[config.mk]
export PLATFORM = sky130hd
export DESIGN_NAME = button_conditioner
export DESIGN_NICKNAME = d
export VERILOG_FILES = /design/src/rtl/button_conditioner.sv
export SDC_FILE = /design/constraint.sdc
export NUM_CORES = 1
export LEC_CHECK = 0
export ABC_AREA = 1
export BUFFER_PORTS_ARGS = -buffer_cell sky130_fd_sc_hd__buf_2
export CORE_MARGIN = 1.5
export CORE_UTILIZATION = 35
export CTS_CLUSTER_DIAMETER = 150
export DETAILED_ROUTE_END_ITERATION = 8
export PLACE_DENSITY = 0.58
export SKIP_LAST_GASP = 1
export SLEW_MARGIN = 0
export SYNTH_ARGS = -nofsm -noshare
export SYNTH_HDL_FRONTEND = slang
export SYNTH_SLANG_ARGS = --single-unit
export TNS_END_PERCENT = 10
[constraint.sdc]
create_clock -name clk -period 1.6 [get_ports clk]
set_input_delay 0.16 -clock clk [delete_from_list [all_inputs] [get_ports clk]]
set_output_delay 0.16 -clock clk [all_outputs]
set_load 0.01 [all_outputs]
[src/rtl/button_conditioner.sv]
// -----------------------------------------------------------------------------
// button_conditioner
//   N-channel push-button front end. Each channel:
//     - synchronises the raw pin with two flops,
//     - debounces it so the level only flips after DEB_CYCLES cycles of
//       disagreement,
//     - emits a one-cycle pulse on the edge(s) selected by its mode,
//     - emits a one-cycle long_press after HOLD_CYCLES cycles held,
//     - in mode 11, auto-repeats pulse every REPEAT_CYCLES cycles after
//       the long press.
//
// Ports
//   clk         system clock, rising edge
//   rst_n       asynchronous active-low reset
//   btn[N]      raw asynchronous button inputs, active-high
//   mode[2N]    per-channel mode, bits [2i+1:2i]:
//               00 rise, 01 fall, 10 both, 11 rise + auto-repeat
//   level[N]    debounced level
//   pulse[N]    one-cycle event pulse
//   long_press[N] one-cycle long-press pulse
// -----------------------------------------------------------------------------
module button_conditioner #(
    parameter int N             = 4,
    parameter int DEB_CYCLES    = 4,
    parameter int HOLD_CYCLES   = 16,
    parameter int REPEAT_CYCLES = 8
) (
    input  logic           clk,
    input  logic           rst_n,
    input  logic [N-1:0]   btn,
    input  logic [2*N-1:0] mode,
    output logic [N-1:0]   level,
    output logic [N-1:0]   pulse,
    output logic [N-1:0]   long_press
);

    localparam int DW = $clog2(DEB_CYCLES + 1);
    localparam int HW = $clog2(HOLD_CYCLES + 1);
    localparam int RW = $clog2(REPEAT_CYCLES + 1);

    localparam logic [DW-1:0] DEB_LAST = DW'(DEB_CYCLES - 1);
    localparam logic [HW-1:0] HOLD_MAX = HW'(HOLD_CYCLES);
    localparam logic [HW-1:0] HOLD_PRE = HW'(HOLD_CYCLES - 1);
    localparam logic [RW-1:0] REP_LAST = RW'(REPEAT_CYCLES - 1);

    genvar i;
    generate
        for (i = 0; i < N; i++) begin : g_ch
            logic          sync_d;
            logic          sync_q;
            logic          lvl_q;
            logic          pulse_q;
            logic          lp_q;
            logic [DW-1:0] deb_cnt;
            logic [HW-1:0] hold_cnt;
            logic [RW-1:0] rep_cnt;

            logic [1:0]    ch_mode;
            logic          upd;
            logic          rise_upd;
            logic          fall_upd;
            logic          lp_evt;
            logic          rep_evt;
            logic          evt;

            always_comb begin
                ch_mode  = mode[2*i +: 2];
                upd      = (sync_q != lvl_q) && (deb_cnt == DEB_LAST);
                rise_upd = upd && sync_q;
                fall_upd = upd && !sync_q;
                // Hold counter crossing HOLD-1 -> HOLD happens once per press
                // because it saturates and only clears while level is low.
                lp_evt   = lvl_q && (hold_cnt == HOLD_PRE);
                // A release being committed this edge cancels any repeat.
                rep_evt  = lvl_q && (hold_cnt == HOLD_MAX) &&
                           (rep_cnt == REP_LAST) && !fall_upd;
                evt      = (rise_upd && (ch_mode != 2'b01)) ||
                           (fall_upd && ((ch_mode == 2'b01) || (ch_mode == 2'b10))) ||
                           ((ch_mode == 2'b11) && (lp_evt || rep_evt));
            end

            always_ff @(posedge clk or negedge rst_n) begin
                if (!rst_n) begin
                    sync_d <= 1'b0;
                    sync_q <= 1'b0;
                end else begin
                    sync_d <= btn[i];
                    sync_q <= sync_d;
                end
            end

            always_ff @(posedge clk or negedge rst_n) begin
                if (!rst_n) begin
                    deb_cnt <= '0;
                    lvl_q   <= 1'b0;
                end else if (sync_q == lvl_q) begin
                    deb_cnt <= '0;
                end else if (deb_cnt == DEB_LAST) begin
                    deb_cnt <= '0;
                    lvl_q   <= sync_q;
                end else begin
                    deb_cnt <= deb_cnt + 1'b1;
                end
            end

            // Level is still low on the rising-update edge, so that edge
            // also clears the hold counter.
            always_ff @(posedge clk or negedge rst_n) begin
                if (!rst_n) begin
                    hold_cnt <= '0;
                end else if (!lvl_q) begin
                    hold_cnt <= '0;
                end else if (hold_cnt != HOLD_MAX) begin
                    hold_cnt <= hold_cnt + 1'b1;
                end
            end

            // Repeat phase runs in every mode; mode only gates the pulse, so
            // switching modes mid-hold does not disturb the cadence.
            always_ff @(posedge clk or negedge rst_n) begin
                if (!rst_n) begin
                    rep_cnt <= '0;
                end else if (!lvl_q || lp_evt) begin
                    rep_cnt <= '0;
                end else if (hold_cnt == HOLD_MAX) begin
                    rep_cnt <= (rep_cnt == REP_LAST) ? '0 : rep_cnt + 1'b1;
                end
            end

            always_ff @(posedge clk or negedge rst_n) begin
                if (!rst_n) begin
                    pulse_q <= 1'b0;
                    lp_q    <= 1'b0;
                end else begin
                    pulse_q <= evt;
                    lp_q    <= lp_evt;
                end
            end

            assign level[i]      = lvl_q;
            assign pulse[i]      = pulse_q;
            assign long_press[i] = lp_q;
        end
    endgenerate

endmodule

==> key figures, run 1 <==
Outcome
  – Status: complete, no violations

Clocking
  – Setup bufs post-CTS: 0
  – CTS buffer count: 9
  – Root buffer cell: clkbuf_8
  – Htree depth: 3
  – Sink Count: 68
  – Worst-path clk slew: 0.08 ns
  – Worst skew pair latency: 0.35 ns
  – CTS tree: built
  – Clock buffer depth: 2

Routing
  – Routed via count: 2373
  – Detailed Routing Iterations Pass 1: 4
  – Routed len/inst: 10.4 um
  – Antenna viol nets, final: 0
  – Drt via density: 4.44
  – WL final: 5570 um
  – DRT iter0 DRCs: 84
  – DRC Markers: 0

Global routing
  – Gr ovfl total: 0
  – Pin count of the biggest net entering global routing: 69
  – Total GRT Usage: 12.3%
  – Initial antenna violation count: 0
  – Number of global-route vias before repair: 2300
  – First-pass GRT wire length: 9910 um

Setup path
  – CP startpoint kind: flop
  – Setup crit end kind: flop
  – Crit Path Class: flop to flop
  – Worst EP required: 1.86 ns
  – Critical-path maximum fanout: 5
  – CP arrival: 1.78 ns

Logic synthesis
  – Post-synth cell types: 26
  – Mean post-synth cell area: 9.23 um2
  – Mapped Cells: 371
  – Number of enable flip-flop cells after synthesis: 0
  – Synthesized net count: 413
  – Register area share after synthesis: 49.7%
  – Seq cells post-synth: 68
  – Async SR Flop Fraction: 100%
  – Synthesized area: 0.00342 mm2
  – Syn. warnings: 0
  – Dominant synthesized flop cell: dfrtp_1

Layout
  – Nets: 442
  – Fraction of layout instances using a drive strength above 1: 17.5%
  – Area growth syn-to-layout: 13.6%
  – Fillers: 930
  – # diodes: 0

Floorplan
  – Initial core utilization: 36.5%
  – Die span in x: 102 um
  – Die ar.: 0.0104 mm2
  – Core area: 0.00937 mm2
  – Number of I/O pins: 26
  – # rows: 35
  – Die Height: 102 um

STA
  – Endpoints failing hold: 0
  – Worst Tran Pin Value: 0.362 ns
  – Fmax: 662 MHz
  – Skew final: 0.00893 ns
  – RSZ-0062 raised after global routing: yes
  – Final hold slack: 0.156 ns
  – Slew Limit Fails: 0
  – Final worst slack: 0.0884 ns
  – Tcrit/Tclk final: 94.5%
  – # setup viols final: 0
  – Max-Slew Margin vs Limit: 75.9%
  – Tmin final: 1.51 ns

Pwr
  – Maximum vdd drop: 356 uV
  – Leakage: 1.99 nW
  – Power per cell area: 1260 mW/mm2

Run
  – MaxCap Viol Count: 0

Placed design
  – Gpl congestion: 0.786
  – Post-place setup slack: 0.0950 ns
  – Number of port buffers: 25
  – HPWL after DPL: 3950 um

Worst hold path
  – Hold WC Path Type: primary input to flop
-- synth_stat cells (all sizes together) (4+ instances only) --
master | number | area, um2
xor2 | 4 | 35.0
ha | 28 | 350
o21bai | 7 | 52.6
nand2 | 71 | 274
buf | 13 | 97.6
o21ai | 20 | 108
xnor2 | 4 | 35.0
dfrtp | 68 | 1700
nand3 | 26 | 130
inv | 54 | 205
a21oi | 19 | 95.1
nor3 | 6 | 30.0
nor2 | 38 | 203
-- where the power goes --
part / internal [W] / switching (W) / total [W] / leakage, nW
clock network: 0.000800 / 0.000651 / 0.00145 / 0.102
registers: 0.00198 / 0.000257 / 0.00224 / 0.907
logic: 0.000467 / 0.000731 / 0.00120 / 0.981
-- kinds of logic (layout without fill, tap and decap cells) --
| group | after synthesis | in the layout | synth area share (%) |
|---|---|---|---|
| buffers and inverters | 69 | 103 | 9.14 |
| flip-flops | 68 | 68 | 49.7 |
| AO/OA/AOI/OAI | 51 | 51 | 8.95 |
| AND/OR/NAND/NOR | 147 | 147 | 19.9 |
| adder cells (fa/ha/maj) | 28 | 28 | 10.2 |
| XOR/XNOR | 8 | 8 | 2.05 |
-- metal layers --
layer | GRT usage, % | up-vias | part of all wire (%)
met5 | 0 | - | 0
met4 | 7.27 | 0 | 2.8
met3 | 3.01 | 12 | 3.1
met2 | 19.0 | 41 | 46
met1 | 15.8 | 1083 | 49
li1 | - | 1237 | -
-- state kept, by name, summed over array words and instances (netlist names) --
| signal | cells |
|---|---|
| g_ch.deb_cnt | 12 |
| g_ch.hold_cnt | 20 |
| g_ch.lp_q | 4 |
| g_ch.lvl_q | 4 |
| g_ch.pulse_q | 4 |
| g_ch.rep_cnt | 16 |
| g_ch.sync_d | 4 |
| g_ch.sync_q | 4 |
-- critical path, stage by stage (launching register included) --
cell,delay (ns)
dfrtp_1,0.42
ha_1,0.23
nand2_1,0.08
nor2_1,0.05
ha_1,0.22
nor2_4,0.12
inv_2,0.06
nor2_4,0.12
nand2_1,0.07
o31ai_2,0.06
-- final timing paths --
path | startpoint | end | slack [ns] | cells after the start
setup / recovery | g_ch[0].hold_cnt[0]$_DFFE_PN0P_ | g_ch[0].rep_cnt[2]$_DFFE_PN0P_ | 0.09 | 9
setup reg to reg | g_ch[0].hold_cnt[0]$_DFFE_PN0P_ | g_ch[0].rep_cnt[2]$_DFFE_PN0P_ | 0.09 | 9
min in group asynchronous | rst_n | g_ch[3].lp_q$_DFF_PN0_ | 0.37 | 3
hold / removal | mode[3] | g_ch[1].pulse_q$_DFF_PN0_ | 0.16 | 4
max in group asynchronous | rst_n | g_ch[0].rep_cnt[1]$_DFFE_PN0P_ | 0.95 | 3
hold reg to reg | g_ch[3].sync_d$_DFF_PN0_ | g_ch[3].sync_q$_DFF_PN0_ | 0.35 | 0
-- stage by stage --
stage | instances | TNS (ns) | power [W] | util [%] | instance area [um2]
2_1_floorplan | 371 | 0 | 0.00319 | - | 3420
3_3_place_gp | 513 | 0 | 0.00341 | 38.8 | 3630
3_5_place_dp | 513 | 0 | 0.00346 | 38.8 | 3630
4_1_cts | 534 | 0 | 0.00495 | 41.5 | 3880
5_1_grt | 534 | -0.0969 | 0.00528 | 41.5 | 3890
6_report | 534 | 0 | 0.00489 | 41.5 | 3890
-- final cells by class --
cell class / count / area [um2] / share of cell area, %
clock buffers: 12 / 155 / 3.99
well taps: 129 / 161 / 4.15
multi-input cells: 234 / 1410 / 36.3
inverters: 56 / 215 / 5.53
clock inverters: 4 / 47.5 / 1.22
repair buffers: 31 / 195 / 5.02
flip-flops and latches: 68 / 1700 / 43.7
-- timing repair --
action / CTS / global route
setup endpoints to repair: 0 / 9
hold buffers: 5 / 0
endpoints found under the hold margin: 72 / 0
gates resized for setup: 0 / 1
-- placed cells by master, fill, tap and decap left out, drive strengths merged --
| master | synthesis | final |
|---|---|---|
| nand2 | 71 | 71 |
| dfrtp | 68 | 68 |
| inv | 54 | 54 |
| nor2 | 38 | 38 |
| ha | 28 | 28 |
| nand3 | 26 | 26 |
| buf | 13 | 26 |
| o21ai | 20 | 20 |
| a21oi | 19 | 19 |
| clkbuf | 0 | 12 |
| o21bai | 7 | 7 |
| nor3 | 6 | 6 |
| dlygate4sd3 | 0 | 5 |
| xor2 | 4 | 4 |
| clkinv | 2 | 4 |
| xnor2 | 4 | 4 |
| nand3b | 3 | 3 |
| o31ai | 3 | 3 |
| nor3b | 3 | 3 |
| o22ai | 1 | 1 |
| a21boi | 1 | 1 |
| clkinvlp | 0 | 1 |
| bufinv | 0 | 1 |
Power figures use the tool's default switching activity.
==> inputs of run 2 (changes only) <==
--- a/config.mk
+++ b/config.mk
@@ -5,7 +5,6 @@
 export SDC_FILE = /design/constraint.sdc
 export NUM_CORES = 1
 export LEC_CHECK = 0
-export ABC_AREA = 1
 export BUFFER_PORTS_ARGS = -buffer_cell sky130_fd_sc_hd__buf_2
 export CORE_MARGIN = 1.5
 export CORE_UTILIZATION = 35
==> run 2 against run 1 <==
Clock-buffer cell count down 1. Cell count fell by 11%. Sequential power is 3% higher. Critical path type unchanged. Largest cell class unchanged. Highest routed layer unchanged.
==> key figures, run 2 <==
Setup path
  – Crit path max-delay family: simple AND/OR/NAND/NOR gates (was adder cells)
  – Slowest Stage Delay on Critical Path: 0.50 ns (was 0.42 ns)
  – Critical-path maximum fanout: 7 (was 5)
  – Setup crit end kind: flop (unchanged)
  – CP startpoint kind: flop (unchanged)
  – Critical path's slowest cell: or4_4 (was dfrtp_1)
  – Crit-path cells: inv_1 > ha_2 > nand4bb_4 > or4_4 > a21oi_2 (was ha_1 > nand2_1 > nor2_1 > ha_1 > nor2_4 > inv_2 > nor2_4 > nand2_1 > o31ai_2)
  – Worst EP required: 1.87 ns (was 1.86 ns)
  – Crit. Startpoint: g_ch[0].hold_cnt[0]$_DFFE_PN0P_ (unchanged)
  – CP arrival: 1.82 ns (was 1.78 ns)
  – WP buf/inv: 1 (unchanged)
  – Crit Reg-Reg Startpoint: g_ch[0].hold_cnt[0]$_DFFE_PN0P_ (unchanged)
  – Crit Path Class: flop to flop (unchanged)

Floorplan
  – # rows: 35 (unchanged)
  – Number of I/O pins: 26 (unchanged)
  – Die Height: 102 um (about the same)
  – Initial core utilization: 36.7% (was 36.5%)
  – Die span in x: 102 um (about the same)
  – Core area: 0.00937 mm2 (unchanged)
  – Die ar.: 0.0104 mm2 (about the same)

Clocking
  – Worst-path clk slew: 0.07 ns (was 0.08 ns)
  – Worst skew pair latency: 0.33 ns (was 0.35 ns)
  – CTS tree: built (unchanged)
  – Htree depth: 3 (unchanged)
  – Clock buffer depth: 2 (unchanged)
  – CTS buffer count: 9 (unchanged)
  – Sink Count: 68 (unchanged)
  – Root buffer cell: clkbuf_8 (unchanged)

Global routing
  – Number of global-route vias before repair: 2157 (was 2300)
  – Pin count of the biggest net entering global routing: 31 (was 69)
  – Gr ovfl total: 0 (unchanged)
  – First-pass GRT wire length: 9520 um (was 9910 um)
  – Initial antenna violation count: 0 (unchanged)
  – Total GRT Usage: 11.6% (was 12.3%)

Routing
  – Drt via density: 4.65 (was 4.44)
  – Detailed Routing Iterations Pass 1: 4 (unchanged)
  – DRT iter0 DRCs: 42 (was 84)
  – DRC Markers: 0 (unchanged)
  – WL final: 5490 um (was 5570 um)
  – Routed via count: 2204 (was 2373)
  – Routed len/inst: 11.6 um (was 10.4 um)
  – Antenna viol nets, final: 0 (unchanged)

STA
  – Tmin final: 1.56 ns (was 1.51 ns)
  – Max-Slew Margin vs Limit: 68.2% (was 75.9%)
  – Final hold slack: 0.284 ns (was 0.156 ns)
  – Endpoints failing hold: 0 (unchanged)
  – # setup viols final: 0 (unchanged)
  – Fmax: 643 MHz (was 662 MHz)
  – Slew Limit Fails: 0 (unchanged)
  – RSZ-0062 raised after global routing: yes (unchanged)
  – Setup TNS: 0 ns (unchanged)
  – Skew final: 0.00522 ns (was 0.00893 ns)
  – Tcrit/Tclk final: 97.2% (was 94.5%)
  – Worst Tran Pin Value: 0.477 ns (was 0.362 ns)

Layout
  – Area growth syn-to-layout: 14.7% (was 13.6%)
  – Fillers: 914 (was 930)
  – # diodes: 0 (unchanged)
  – Nets: 382 (was 442)
  – Most frequent cells in the layout: dfrtp_1, nand2_1, ha_1, buf_2, inv_1 (was nand2_1, dfrtp_1, inv_1)
  – Most common cell after layout, fill and taps aside: dfrtp_1
  – Most flops, register: g_ch.hold_cnt (unchanged)
  – Largest register FFs: 20 (unchanged)
  – Top Registers: g_ch.hold_cnt x20, g_ch.rep_cnt x16, g_ch.deb_cnt x12 (unchanged)
  – Fraction of layout instances using a drive strength above 1: 21.7% (was 17.5%)
  – Fin area: 0.00394 mm2 (was 0.00389 mm2)

Pwr
  – Power per cell area: 1220 mW/mm2 (was 1260 mW/mm2)
  – Leakage: 1.83 nW (was 1.99 nW)
  – Maximum vdd drop: 592 uV (was 356 uV)

Logic synthesis
  – Synthesized net count: 354 (was 413)
  – Area fraction of the dominant cell type after synthesis: 49.5% (was 49.7%)
  – Mapped Cells: 312 (was 371)
  – Top post-synthesis cells by count: dfrtp_1, nand2_1, ha_1, inv_1 (was dfrtp_1, nand2_1, inv_1, ha_1, nor2_1)
  – Register area share after synthesis: 49.5% (was 49.7%)
  – Area contributors post-synth: dfrtp_1, ha_1, nand2_1 (unchanged)
  – Mean post-synth cell area: 11.0 um2 (was 9.23 um2)
  – Async SR Flop Fraction: 100% (unchanged)
  – Most numerous cell in the Yosys netlist: dfrtp_1
  – Synthesized area: 0.00344 mm2 (was 0.00342 mm2)
  – Cell taking the most area after synthesis: dfrtp_1 (unchanged)
  – Syn. warnings: 0 (unchanged)
  – Seq cells post-synth: 68 (unchanged)
  – Post-synth cell types: 30 (was 26)
  – Number of enable flip-flop cells after synthesis: 0 (unchanged)
  – Dominant synthesized flop cell: dfrtp_1 (unchanged)

Worst hold path
  – Hold WC Path Type: primary input to flop (unchanged)
  – Hold Crit Start: mode[3] (unchanged)

Outcome
  – Status: complete, no violations (unchanged)

Placed design
  – Number of port buffers: 25 (unchanged)
  – Post-DP Area: 0.00366 mm2 (was 0.00363 mm2)
  – HPWL after DPL: 3910 um (was 3950 um)
  – Gpl congestion: 0.742 (was 0.786)

Run
  – MaxCap Viol Count: 0 (unchanged)
## run 2: cell types whose count changed after synthesis, moves of 8 or more
| cell | change |
|---|---|
| nand2_1 | -36 |
| nor2_1 | -28 |
| inv_1 | -24 |
| nand3_1 | -18 |
| nor3b_1 | +10 |
| and3_1 | +9 |
| inv_2 | -9 |
| and2_1 | +8 |
| or3_1 | +8 |
## run 2: cell type report
| class | count | area [um2] | area share [%] |
|---|---|---|---|
| multi-input combinational | 204 | 1550 | 39.3 |
| tap | 129 | 161 | 4.09 |
| sequential | 68 | 1700 | 43.1 |
| clock inverter | 5 | 50.0 | 1.27 |
| clock buffer | 11 | 151 | 3.84 |
| timing repair buffer | 37 | 253 | 6.41 |
| inverter | 20 | 75.1 | 1.90 |
## run 2: what timing repair did
| item | 4_1_cts | 5_1_grt |
|---|---|---|
| endpoints found under the hold margin | 20 | 0 |
| hold buffers | 5 | 0 |
| setup endpoints to repair | 0 | 4 |
| setup buffers | 0 | 0 |
| resized for setup | 0 | 10 |
## run 2: metal layers
| layer | share of wire, % | track usage (%) | routed length, um | vias to the layer above |
|---|---|---|---|---|
| met3 | 4.0 | 4.51 | 218 | 5 |
| met4 | 0.86 | 3.16 | 47 | 0 |
| met5 | 0 | 0 | 0 | - |
| li1 | - | - | - | 1118 |
| met1 | 48 | 14.6 | 2640 | 1053 |
| met2 | 47 | 18.8 | 2580 | 28 |
## run 2: logic make-up after synthesis
| family | after synthesis | share of synthesized area, % |
|---|---|---|
| flip-flops | 68 | 49.5 |
| buffers and inverters | 40 | 6.41 |
| multiplexers | 4 | 1.31 |
| AND/OR/NAND/NOR | 116 | 22.4 |
| XOR/XNOR | 12 | 3.06 |
| AO/OA/AOI/OAI | 44 | 7.14 |
| adder cells (fa/ha/maj) | 28 | 10.2 |
## run 2: worst paths after layout
path                                             endpoint  slack (ns)  depth (start not counted)
setup reg to reg           g_ch[0].rep_cnt[3]$_DFFE_PN0P_        0.04                          5
hold reg to reg                  g_ch[1].sync_q$_DFF_PN0_        0.35                          0
max in group asynchronous    g_ch[0].deb_cnt[0]$_DFF_PN0_        0.76                          3
hold / removal                  g_ch[1].pulse_q$_DFF_PN0_        0.28                          4
setup / recovery           g_ch[0].rep_cnt[3]$_DFFE_PN0P_        0.04                          5
min in group asynchronous        g_ch[2].sync_q$_DFF_PN0_        0.32                          2
## run 2: metrics by stage
stage	instances	worst slack, ns	total power [W]	utilization, %
after floorplan	312	0.177	0.00314	-
after global placement	453	0.0957	0.00334	39.0
after detailed placement	453	0.0314	0.00337	39.0
after CTS	474	0.0130	0.00485	41.7
after global routing	474	-0.0267	0.00519	42.1
final	474	0.0446	0.00481	42.1
## run 2: report_power, final
group          switching, W  total (W)  internal [W]
logic              0.000535    0.00109      0.000554
clock network      0.000623    0.00142      0.000794
registers          0.000325    0.00231       0.00198
total               0.00148    0.00481       0.00333
## run 2: worst min-delay path, cell delays in order
cell and delay, ns:
buf_2 0.11, ha_1 0.17, nand2_1 0.06, o21ai_0 0.08
